<file path="config.mk">
export PLATFORM = sky130hd
export DESIGN_NAME = r4_butter_ctrl
export DESIGN_NICKNAME = d
export VERILOG_FILES = /design/src/rtl/r4_ctrl_pkg.sv /design/src/rtl/r4_sample_bank.sv /design/src/rtl/r4_butter_ctrl.sv
export SDC_FILE = /design/constraint.sdc
export NUM_CORES = 1
export LEC_CHECK = 0
export CELL_PAD_IN_SITES_DETAIL_PLACEMENT = 1
export CELL_PAD_IN_SITES_GLOBAL_PLACEMENT = 1
export CORE_AREA = 3 3 93 77
export CTS_CLUSTER_SIZE = 16
export DETAILED_ROUTE_END_ITERATION = 10
export DIE_AREA = 0 0 96 80
export HOLD_SLACK_MARGIN = 0.12
export MAX_ROUTING_LAYER = met4
export PLACE_DENSITY_LB_ADDON = 0.1
export SETUP_SLACK_MARGIN = 0.05
export SYNTH_ARGS = -nofsm -noshare
export SYNTH_HDL_FRONTEND = slang
export SYNTH_HIERARCHICAL = 1
export SYNTH_SLANG_ARGS = --single-unit
</file>
<file path="constraint.sdc">
create_clock -name clk -period 2.56 [get_ports clk]
set_input_delay 0.512 -clock clk [delete_from_list [all_inputs] [get_ports clk]]
set_output_delay 0.512 -clock clk [all_outputs]
set_load 0.01 [all_outputs]
</file>
<file path="src/rtl/r4_ctrl_pkg.sv">
`default_nettype none
// +----------------------------------------------------------------------------+
// | Package : r4_ctrl_pkg                                                      |
// | Shared types and constants for the radix-4 butterfly sequencer:            |
// |   c_WIDTH   - default sample component width                              |
// |   state_t   - sequencer state {LOAD, RUN}                                  |
// |   c_BF_CODE - butterfly control code {c1,c2,c3} for output index k        |
// |   sample_t  - one complex sample, packed {im, re}                         |
// | Revision : 1.0 - initial release                                           |
// +----------------------------------------------------------------------------+
package r4_ctrl_pkg;

    localparam int c_WIDTH = 4;

    typedef enum logic [0:0] {
        LOAD = 1'b0,
        RUN  = 1'b1
    } state_t;

    // Control code steering the butterfly to produce output k.
    localparam logic [2:0] c_BF_CODE [0:3] = '{3'b000, 3'b110, 3'b010, 3'b111};

    // Field order puts im above re, matching the slot layout on bf_x.
    typedef struct packed {
        logic [c_WIDTH-1:0] im;
        logic [c_WIDTH-1:0] re;
    } sample_t;

endpackage : r4_ctrl_pkg
`default_nettype wire

</file>
<file path="src/rtl/r4_sample_bank.sv">
`default_nettype none
// +----------------------------------------------------------------------------+
// | Module  : r4_sample_bank                                                   |
// | Four-entry complex sample register bank with write pointer and full flag. |
// | Ports:                                                                     |
// |   clk, rst   clock, synchronous active-high reset (clears data and flags) |
// |   i_wr_en    write request; ignored while the bank is full                |
// |   i_clr      releases a full bank so it can be reloaded                   |
// |   i_re/i_im  sample to write at the current pointer                       |
// |   o_full     all four slots hold a frame                                  |
// |   o_wr_last  slot 3 is being written this cycle (bank full next cycle)    |
// |   o_data     {im3,re3,im2,re2,im1,re1,im0,re0}                            |
// | Revision : 1.0 - initial release                                           |
// +----------------------------------------------------------------------------+
module r4_sample_bank
    import r4_ctrl_pkg::*;
#(
    parameter int WIDTH = c_WIDTH
) (
    input  logic               clk,
    input  logic               rst,
    input  logic               i_wr_en,
    input  logic               i_clr,
    input  logic [WIDTH-1:0]   i_re,
    input  logic [WIDTH-1:0]   i_im,
    output logic               o_full,
    output logic               o_wr_last,
    output logic [8*WIDTH-1:0] o_data
);

    logic [8*WIDTH-1:0] r_data_q, w_data_d;
    logic [1:0]         r_wr_ptr_q, w_wr_ptr_d;
    logic               r_full_q, w_full_d;
    logic               w_wr;

    always_comb begin
        w_wr       = i_wr_en && !r_full_q;
        w_data_d   = r_data_q;
        w_wr_ptr_d = r_wr_ptr_q;
        w_full_d   = r_full_q;
        for (int n = 0; n < 4; n++) begin
            if (w_wr && (r_wr_ptr_q == 2'(n))) begin
                w_data_d[n*2*WIDTH +: 2*WIDTH] = {i_im, i_re};
            end
        end
        if (w_wr) begin
            // Pointer wraps 3 -> 0 on its own, ready for the next frame.
            w_wr_ptr_d = r_wr_ptr_q + 2'd1;
            if (r_wr_ptr_q == 2'd3) begin
                w_full_d = 1'b1;
            end
        end
        if (i_clr) begin
            w_full_d = 1'b0;
        end
    end

    always_ff @(posedge clk) begin
        if (rst) begin
            r_data_q   <= '0;
            r_wr_ptr_q <= 2'd0;
            r_full_q   <= 1'b0;
        end else begin
            r_data_q   <= w_data_d;
            r_wr_ptr_q <= w_wr_ptr_d;
            r_full_q   <= w_full_d;
        end
    end

    assign o_full    = r_full_q;
    assign o_wr_last = w_wr && (r_wr_ptr_q == 2'd3);
    assign o_data    = r_data_q;

endmodule : r4_sample_bank
`default_nettype wire

</file>
<file path="src/rtl/r4_butter_ctrl.sv">
`default_nettype none
// +----------------------------------------------------------------------------+
// | Module  : r4_butter_ctrl                                                   |
// | Sequencer for a time-shared combinational radix-4 butterfly. Collects a   |
// | frame of 4 complex samples, holds it on bf_x, steps bf_c through the four |
// | output codes and streams each captured result out with its index k.       |
// | Ports:                                                                     |
// |   clk, rst             clock, synchronous active-high reset              |
// |   in_valid/in_ready    sample stream handshake, in_re/in_im payload      |
// |   bf_x, bf_c           held frame and control code to the butterfly      |
// |   bf_xro, bf_xio       butterfly result (combinational from bf_x/bf_c)   |
// |   out_valid/out_ready  result stream handshake                           |
// |   out_re/out_im/out_idx captured result and its index k                  |
// | Build option: define R4_CTRL_DBLBUF_EN for two sample banks so the next   |
// | frame loads while the current one runs.                                   |
// | Revision : 1.0 - initial release                                           |
// +----------------------------------------------------------------------------+
module r4_butter_ctrl
    import r4_ctrl_pkg::*;
#(
    parameter int WIDTH = c_WIDTH
) (
    input  logic               clk,
    input  logic               rst,
    input  logic               in_valid,
    output logic               in_ready,
    input  logic [WIDTH-1:0]   in_re,
    input  logic [WIDTH-1:0]   in_im,
    output logic [8*WIDTH-1:0] bf_x,
    output logic [2:0]         bf_c,
    input  logic [WIDTH-1:0]   bf_xro,
    input  logic [WIDTH-1:0]   bf_xio,
    output logic               out_valid,
    input  logic               out_ready,
    output logic [WIDTH-1:0]   out_re,
    output logic [WIDTH-1:0]   out_im,
    output logic [1:0]         out_idx
);

    state_t             r_state_q, w_state_d;
    logic [1:0]         r_k_q, w_k_d;
    logic               r_out_valid_q, w_out_valid_d;
    logic [WIDTH-1:0]   r_out_re_q, w_out_re_d;
    logic [WIDTH-1:0]   r_out_im_q, w_out_im_d;
    logic [1:0]         r_out_idx_q, w_out_idx_d;

    logic               w_accept;
    logic               w_cap;
    logic               w_clr_run;
    logic               w_load_full;
    logic [8*WIDTH-1:0] w_run_data;

`ifdef R4_CTRL_DBLBUF_EN
    // r_sel_q names the bank presented to the butterfly; the other one loads.
    logic               r_sel_q, w_sel_d;
    logic               w_swap;
    logic               w_load_last;
    logic [1:0]         w_full, w_last;
    logic [8*WIDTH-1:0] w_data [0:1];

    for (genvar b = 0; b < 2; b++) begin : g_bank
        logic w_is_run;
        assign w_is_run = (r_sel_q == 1'(b));
        r4_sample_bank #(.WIDTH(WIDTH)) u_bank (
            .clk       (clk),
            .rst       (rst),
            .i_wr_en   (w_accept && !w_is_run),
            .i_clr     (w_clr_run && w_is_run),
            .i_re      (in_re),
            .i_im      (in_im),
            .o_full    (w_full[b]),
            .o_wr_last (w_last[b]),
            .o_data    (w_data[b])
        );
    end

    assign w_load_full = w_full[~r_sel_q];
    assign w_load_last = w_last[~r_sel_q];
    assign w_run_data  = w_data[r_sel_q];
    assign w_sel_d     = w_swap ? ~r_sel_q : r_sel_q;

    always_ff @(posedge clk) begin
        if (rst) begin
            r_sel_q <= 1'b0;
        end else begin
            r_sel_q <= w_sel_d;
        end
    end
`else
    // Single bank: it loads in LOAD and is held (full) for the whole of RUN.
    logic w_unused_last;

    r4_sample_bank #(.WIDTH(WIDTH)) u_bank (
        .clk       (clk),
        .rst       (rst),
        .i_wr_en   (w_accept),
        .i_clr     (w_clr_run),
        .i_re      (in_re),
        .i_im      (in_im),
        .o_full    (w_load_full),
        .o_wr_last (w_unused_last),
        .o_data    (w_run_data)
    );
`endif

    assign in_ready = !w_load_full;
    assign w_accept = in_valid && in_ready;
    // Capture whenever the output register is empty or drains this cycle.
    assign w_cap    = (r_state_q == RUN) && (!r_out_valid_q || out_ready);

    always_comb begin
        w_state_d     = r_state_q;
        w_k_d         = r_k_q;
        w_out_valid_d = r_out_valid_q;
        w_out_re_d    = r_out_re_q;
        w_out_im_d    = r_out_im_q;
        w_out_idx_d   = r_out_idx_q;
        w_clr_run     = 1'b0;
`ifdef R4_CTRL_DBLBUF_EN
        w_swap        = 1'b0;
`endif
        if (w_cap) begin
            w_out_valid_d = 1'b1;
            w_out_re_d    = bf_xro;
            w_out_im_d    = bf_xio;
            w_out_idx_d   = r_k_q;
            w_k_d         = r_k_q + 2'd1;
            if (r_k_q == 2'd3) begin
                w_clr_run = 1'b1;
`ifdef R4_CTRL_DBLBUF_EN
                // A frame completing on this very edge also counts, so a
                // steady stream swaps without a bubble.
                if (w_load_full || w_load_last) begin
                    w_swap = 1'b1;
                end else begin
                    w_state_d = LOAD;
                end
`else
                w_state_d = LOAD;
`endif
            end
        end else if (out_ready) begin
            w_out_valid_d = 1'b0;
        end

        // The registered full flag starts RUN one cycle after the 4th accept.
        if ((r_state_q == LOAD) && w_load_full) begin
            w_state_d = RUN;
            w_k_d     = 2'd0;
`ifdef R4_CTRL_DBLBUF_EN
            w_swap    = 1'b1;
`endif
        end
    end

    always_ff @(posedge clk) begin
        if (rst) begin
            r_state_q     <= LOAD;
            r_k_q         <= 2'd0;
            r_out_valid_q <= 1'b0;
            r_out_re_q    <= '0;
            r_out_im_q    <= '0;
            r_out_idx_q   <= 2'd0;
        end else begin
            r_state_q     <= w_state_d;
            r_k_q         <= w_k_d;
            r_out_valid_q <= w_out_valid_d;
            r_out_re_q    <= w_out_re_d;
            r_out_im_q    <= w_out_im_d;
            r_out_idx_q   <= w_out_idx_d;
        end
    end

    // Outside RUN the butterfly sees zeros and the k=0 code.
    assign bf_x      = (r_state_q == RUN) ? w_run_data : '0;
    assign bf_c      = (r_state_q == RUN) ? c_BF_CODE[r_k_q] : 3'b000;
    assign out_valid = r_out_valid_q;
    assign out_re    = r_out_re_q;
    assign out_im    = r_out_im_q;
    assign out_idx   = r_out_idx_q;

endmodule : r4_butter_ctrl
`default_nettype wire

</file>
# Word level (Yosys, flattened, before mapping)
# Index checks and enable logic that the tools add are counted.
word_totals:
  reg_bits: 49
  input_bits: 20
op_classes:
  n_reduce_logical: 19
  eq_ne: 4
  mux: 12
  add_sub_neg: 2
  n_lt_le_gt_ge: 1
  bitwise: 2
ops:
  columns: ["cell", "n"]
  rows:
  - ["$mux W32", 1]
  - ["$mux W3", 3]
  - ["$logic_and A1 B1 Y1", 8]
  - ["$mux W1", 7]
  - ["$bmux W3 S2", 1]
  - ["$eq A2 B2 Y1 const B", 3]
  - ["$reduce_bool A2 Y1", 3]
  - ["$add A2 B1 Y2 const B", 2]
  - ["$reduce_and A2 Y1", 2]
  - ["$reduce_or A2 Y1", 2]
  - ["$ge A3 B3 Y1 const B", 1]
  - ["$not A2 Y3", 1]
  - ["$eq A2 B1 Y1 const B", 1]
  - ["$logic_not A1 Y1", 2]
  - ["$logic_not A2 Y1", 1]
  - ["$logic_or A1 B1 Y1", 1]
  - ["$not A1 Y1", 1]

# Depth between registers and ports, before layout
# Gate-level depths: netlist of run 1.
logic_depth:
  word_depth: 5
  mapped_depth: 6
  depth_no_buf: 5

# Modules after synthesis
# Netlist of run 1, hierarchy kept.
modules_own_cells:
  columns: ["mod", "cells_each", "area_per_inst_um2", "seq_area_each_um2", "instances"]
  rows:
  - ["r4_sample_bank", 160, 1423.9, 700.7, 1]
  - ["r4_butter_ctrl", 105, 877.1, 280.3, 1]

# Least setup slack after synthesis of run 1
# OpenSTA, ideal clock, no wires.
synth_timing:
  path_kind: "register to output"
  startpoint: "register r_state_q"
  endpoint: "output bf_x[16]"
  path_buffers: 2
  t_arrival_ns: 0.815
  required_time_ns: 2.048
  stages_incl_launch_ff: 4
  path_slack_ns: 1.233
  path_cell_list: "dfxtp_1 > buf_6 > clkbuf_1 > and2_1"
synth_via:
  elab_chain_len: 1
synth_lines:
  columns: ["element", "line_no", "rtl"]
  rows:
  - ["from (decl)", "r4_butter_ctrl.sv:40", "state_t r_state_q, w_state_d;"]
  - ["from (signal assigned)", "r4_butter_ctrl.sv:165", "r_state_q <= w_state_d;"]
  - ["$mux W32", "r4_butter_ctrl.sv:175", "assign bf_x = (r_state_q == RUN) ? w_run_data : '0;"]
  - ["to (decl)", "r4_butter_ctrl.sv:29", "output logic [8*WIDTH-1:0] bf_x,"]
# No other way between the ends.

# Final worst setup path of run 1
layout_timing:
  startpoint: "register r_state_q"
  endpoint: "output bf_c[1]"
layout_via:
  elab_chain_len: 1
layout_lines:
  columns: ["element", "line_no", "rtl"]
  rows:
  - ["$mux W3", "r4_butter_ctrl.sv:176", "assign bf_c = (r_state_q == RUN) ? c_BF_CODE[r_k_q] : 3'b000;"]
  - ["to (decl)", "r4_butter_ctrl.sv:30", "output logic [2:0] bf_c,"]
# No other way between the ends.

==> impl_metrics.py, run 1 <==
metrics = {
    "floorplanning": {
        "fp.dieW_um": 96,
        "design.core.area_mm2": 0.006344,
        "die_area_mm2": 0.007680,
        "io_pins": 67,
        "die_h_um": 80,
        "rows": 26,
        "start_util_pct": 36.27,
    },
    "timing": {
        "hold_viol_final": 0,
        "worstMarginPinSlew_ns": 0.7073,
        "fin_crit_sh_pct": 89.93,
        "grt_setup_unrepaired": "false",
        "finalSetupTns_ns": 0,
        "maxSlewViolCount": 0,
        "period_minus_slack_ns": 2.302,
        "setup_viol": 0,
        "slew_headroom_pct": 52.85,
        "fin_skew_ns": 0.004709,
        "fmax_mhz": 434.4,
        "hold_slack_ns": 0.4567,
    },
    "global_routing": {
        "grt_pass1_vias": 1965,
        "grt_first_pass_wirelength_mm": 9.936,
        "overflow": 0,
        "grt_max_degree": 38,
        "gr-usage-all-layers_pct": 17.33,
        "antenna_found_initial": 0,
    },
    "routing": {
        "routedWlPerCell_um": 14.90,
        "dr.pass1.iters": 4,
        "num_vias": 1969,
        "wirelength_mm": 6.111,
        "drc": 0,
        "drt_iter0_drc": 89,
        "ant_nets": 0,
        "viasPerCell": 4.802,
    },
    "setup_path": {
        "path_cells": "buf_12 -> inv_6 -> nor2_1 -> clkdlybuf4s50_1",
        "end_kind": "output pin",
        "worstPathArrival_ns": 1.79,
        "cp_data_required_time_ns": 2.05,
        "timing.rr.start": "u_bank/o_full",
        "critical_path_class": "reg2out",
        "crit_path_start_kind": "flip-flop",
        "worstRegToRegCells": 5,
        "crit_path_max_fanout": 37,
        "max_stage_delay_ns": 0.54,
        "worst-r2r-setup-slack_ns": 1.12,
        "r2r_end": "u_bank/o_data[2]",
        "critPathSlowestCell": "clkdlybuf4s50_1",
    },
    "place": {
        "dp_hpwl_mm": 4.430,
        "globalplace.congestion": 0.7374,
        "numPortBuffers": 66,
    },
    "clock_tree": {
        "clk_path_buf_depth": 2,
        "cts_root_buf": "clkbuf_8",
        "holdBufCountCts": 0,
        "cts_tree": "built",
        "cts_setup_buffers": 0,
        "insertion_delay_ns": 0.31,
        "clkTransAtPathRegs_ns": 0.09,
        "cts_made_buffers": 5,
        "cts_sinks": 49,
        "ctsResizeCount": 0,
        "htreeDepth": 2,
    },
    "synth": {
        "synthCells": 265,
        "synth.avg_cell_area_um2": 8.683,
        "synthesis.nets": 291,
        "syn_area_mm2": 0.002301,
        "synth_cell_types": 32,
        "ys.flop_type": "dfxtp_1",
        "synth-edff-count": 0,
        "async_flop_share_pct": 0,
        "synth_seq_cells": 49,
        "synth-warning-count": 6,
        "ys_seq_area_share_pct": 42.63,
    },
    "power_and_ir_drop": {
        "netSwitchingPower_w": 0.0003865,
        "p_sw_share_pct": 26.86,
        "static-leakage-power_nw": 1.055,
        "vdd_ir_drop_max_v": 0.0002621,
        "pwr-share-seq_pct": 56.1,
        "clockPowerShare_pct": 31.8,
        "internal_power_w": 0.001052,
        "powerDensity_mw_per_mm2": 468.4,
        "power_w": 0.001439,
        "combPwrFrac_pct": 12.1,
    },
    "run_status": {
        "status": "finished clean",
    },
    "worst_hold_path": {
        "whs_path_depth": 2,
        "hp-class": "reg2reg",
        "hold_start": "u_bank/o_data[31]",
        "holdPathEnd": "u_bank/o_data[31]",
    },
    "flow_run": {
        "maxCapViolations": 0,
    },
    "layout": {
        "diodes": 0,
        "nets": 351,
        "finish.utilization_pct": 48.42,
        "final_layout_size_suffix_gt1_share_pct": 13.50,
        "fillers": 748,
        "syn_to_final_growth_pct": 33.50,
    },
}
==> kinds of logic after synthesis <==
kind of cell / after synthesis / share of synthesized area [%]
buf+inv: 26 / 6.960
xor+xnor: 1 / 0.3807
simple gates: 124 / 28.49
compound gates: 58 / 17.84
mux: 1 / 0.4350
flops: 49 / 42.63
fa+ha+maj: 6 / 3.263
==> sequential cells by signal (all words and copies together), names as in the netlist <==
register / cells
u_bank/o_full: 1
out_re: 4
r_k_q: 2
out_idx: 2
out_im: 4
u_bank/r_wr_ptr_q: 2
out_valid: 1
u_bank/o_data: 32
r_state_q: 1
==> worst max-delay path, delay by kind of cell (launching register included) <==
kind / cells / cell delay (ns)
flops: 1 / 0.51
buf+inv: 3 / 0.86
simple gates: 1 / 0.11
==> placed cells by master, fill, tap and decap left out, types with 5 or more instances in the layout <==
master	synthesis	routed
and2_1	32	32
dfxtp_1	49	49
nand3b_1	11	11
nand2_1	64	64
clkdlybuf4s50_1	0	65
inv_1	7	7
ha_1	6	6
clkbuf_8	0	5
a21oi_2	24	24
nor2_1	6	6
a21oi_1	17	17
==> through the flow <==
step                      cell area, um2  cells  setup WS (ns)
final                               3072    410         0.2578
after global placement              2985    402         0.6077
after floorplan                     2301    265          1.233
after CTS                           3072    410         0.2257
after global routing                3072    410         0.1284
after detailed placement            2985    402         0.5675
==> routing by layer <==
layer	track usage, %	up-vias	routed length (um)
li1	-	986	-
met1	23.16	948	2954
met2	26.19	29	2889
met3	3.016	6	181
met4	6.250	0	86
met5	-	-	0
==> cells in the mapped netlist, types with 2 or more instances <==
cell type / n / area share, %
buf_4: 3 / 0.98
a21oi_1: 17 / 3.7
nand2_1: 64 / 10
inv_1: 7 / 1.1
dfxtp_1: 49 / 43
ha_1: 6 / 3.3
o211ai_1: 2 / 0.65
nor2_1: 6 / 0.98
o2111ai_1: 2 / 0.76
and3b_1: 3 / 1.1
o41ai_1: 4 / 1.5
buf_6: 5 / 2.4
clkbuf_1: 4 / 0.65
o21ai_1: 4 / 0.87
a21oi_2: 24 / 9.1
o21ai_0: 4 / 0.87
buf_2: 4 / 0.87
and2_1: 32 / 8.7
nor2b_4: 2 / 1.2
nand3b_1: 11 / 3.6
==> area by class of cell <==
class	instances	area (um2)	share of cell area, %
multi-input combinational	190	1160	37.76
sequential	49	980.9	31.93
timing repair buffer	70	698.2	22.73
tap	84	105.1	3.422
clock buffer	5	68.82	2.240
inverter	9	41.29	1.344
clock inverter	3	17.52	0.5703
==> power groups by stage <==
stage / clock (W) / combinational (W) / sequential (W)
3_5_place_dp: 0 / 0.000175 / 0.000825
6_report: 0.000457 / 0.000175 / 0.000807
4_1_cts: 0.000478 / 0.000176 / 0.000807
5_1_grt: 0.000514 / 0.000193 / 0.000811
3_3_place_gp: 0 / 0.000172 / 0.000824
2_1_floorplan: 0 / 0.000110 / 0.000820
==> worst max-delay path by stage <==
stage                     slack, ns  cells after the start          endpoint  startpoint
after floorplan                1.23                      3          bf_x[16]   r_state_q
after global placement         0.61                      6  u_bank/o_data[7]    in_valid
after detailed placement       0.57                      6  u_bank/o_data[2]    in_valid
after CTS                      0.23                      4           bf_c[1]   r_state_q
after global routing           0.13                      4           bf_c[2]   r_state_q
final                          0.26                      4           bf_c[1]   r_state_q
No activity file was read; power rests on OpenSTA's default activity.
==> run 2, diff against run 1 <==
CAP_MARGIN = 20   (was default)
==> results of run 2 <==
Same layout as run 1: the final DEF is identical, and so are final timing and power.
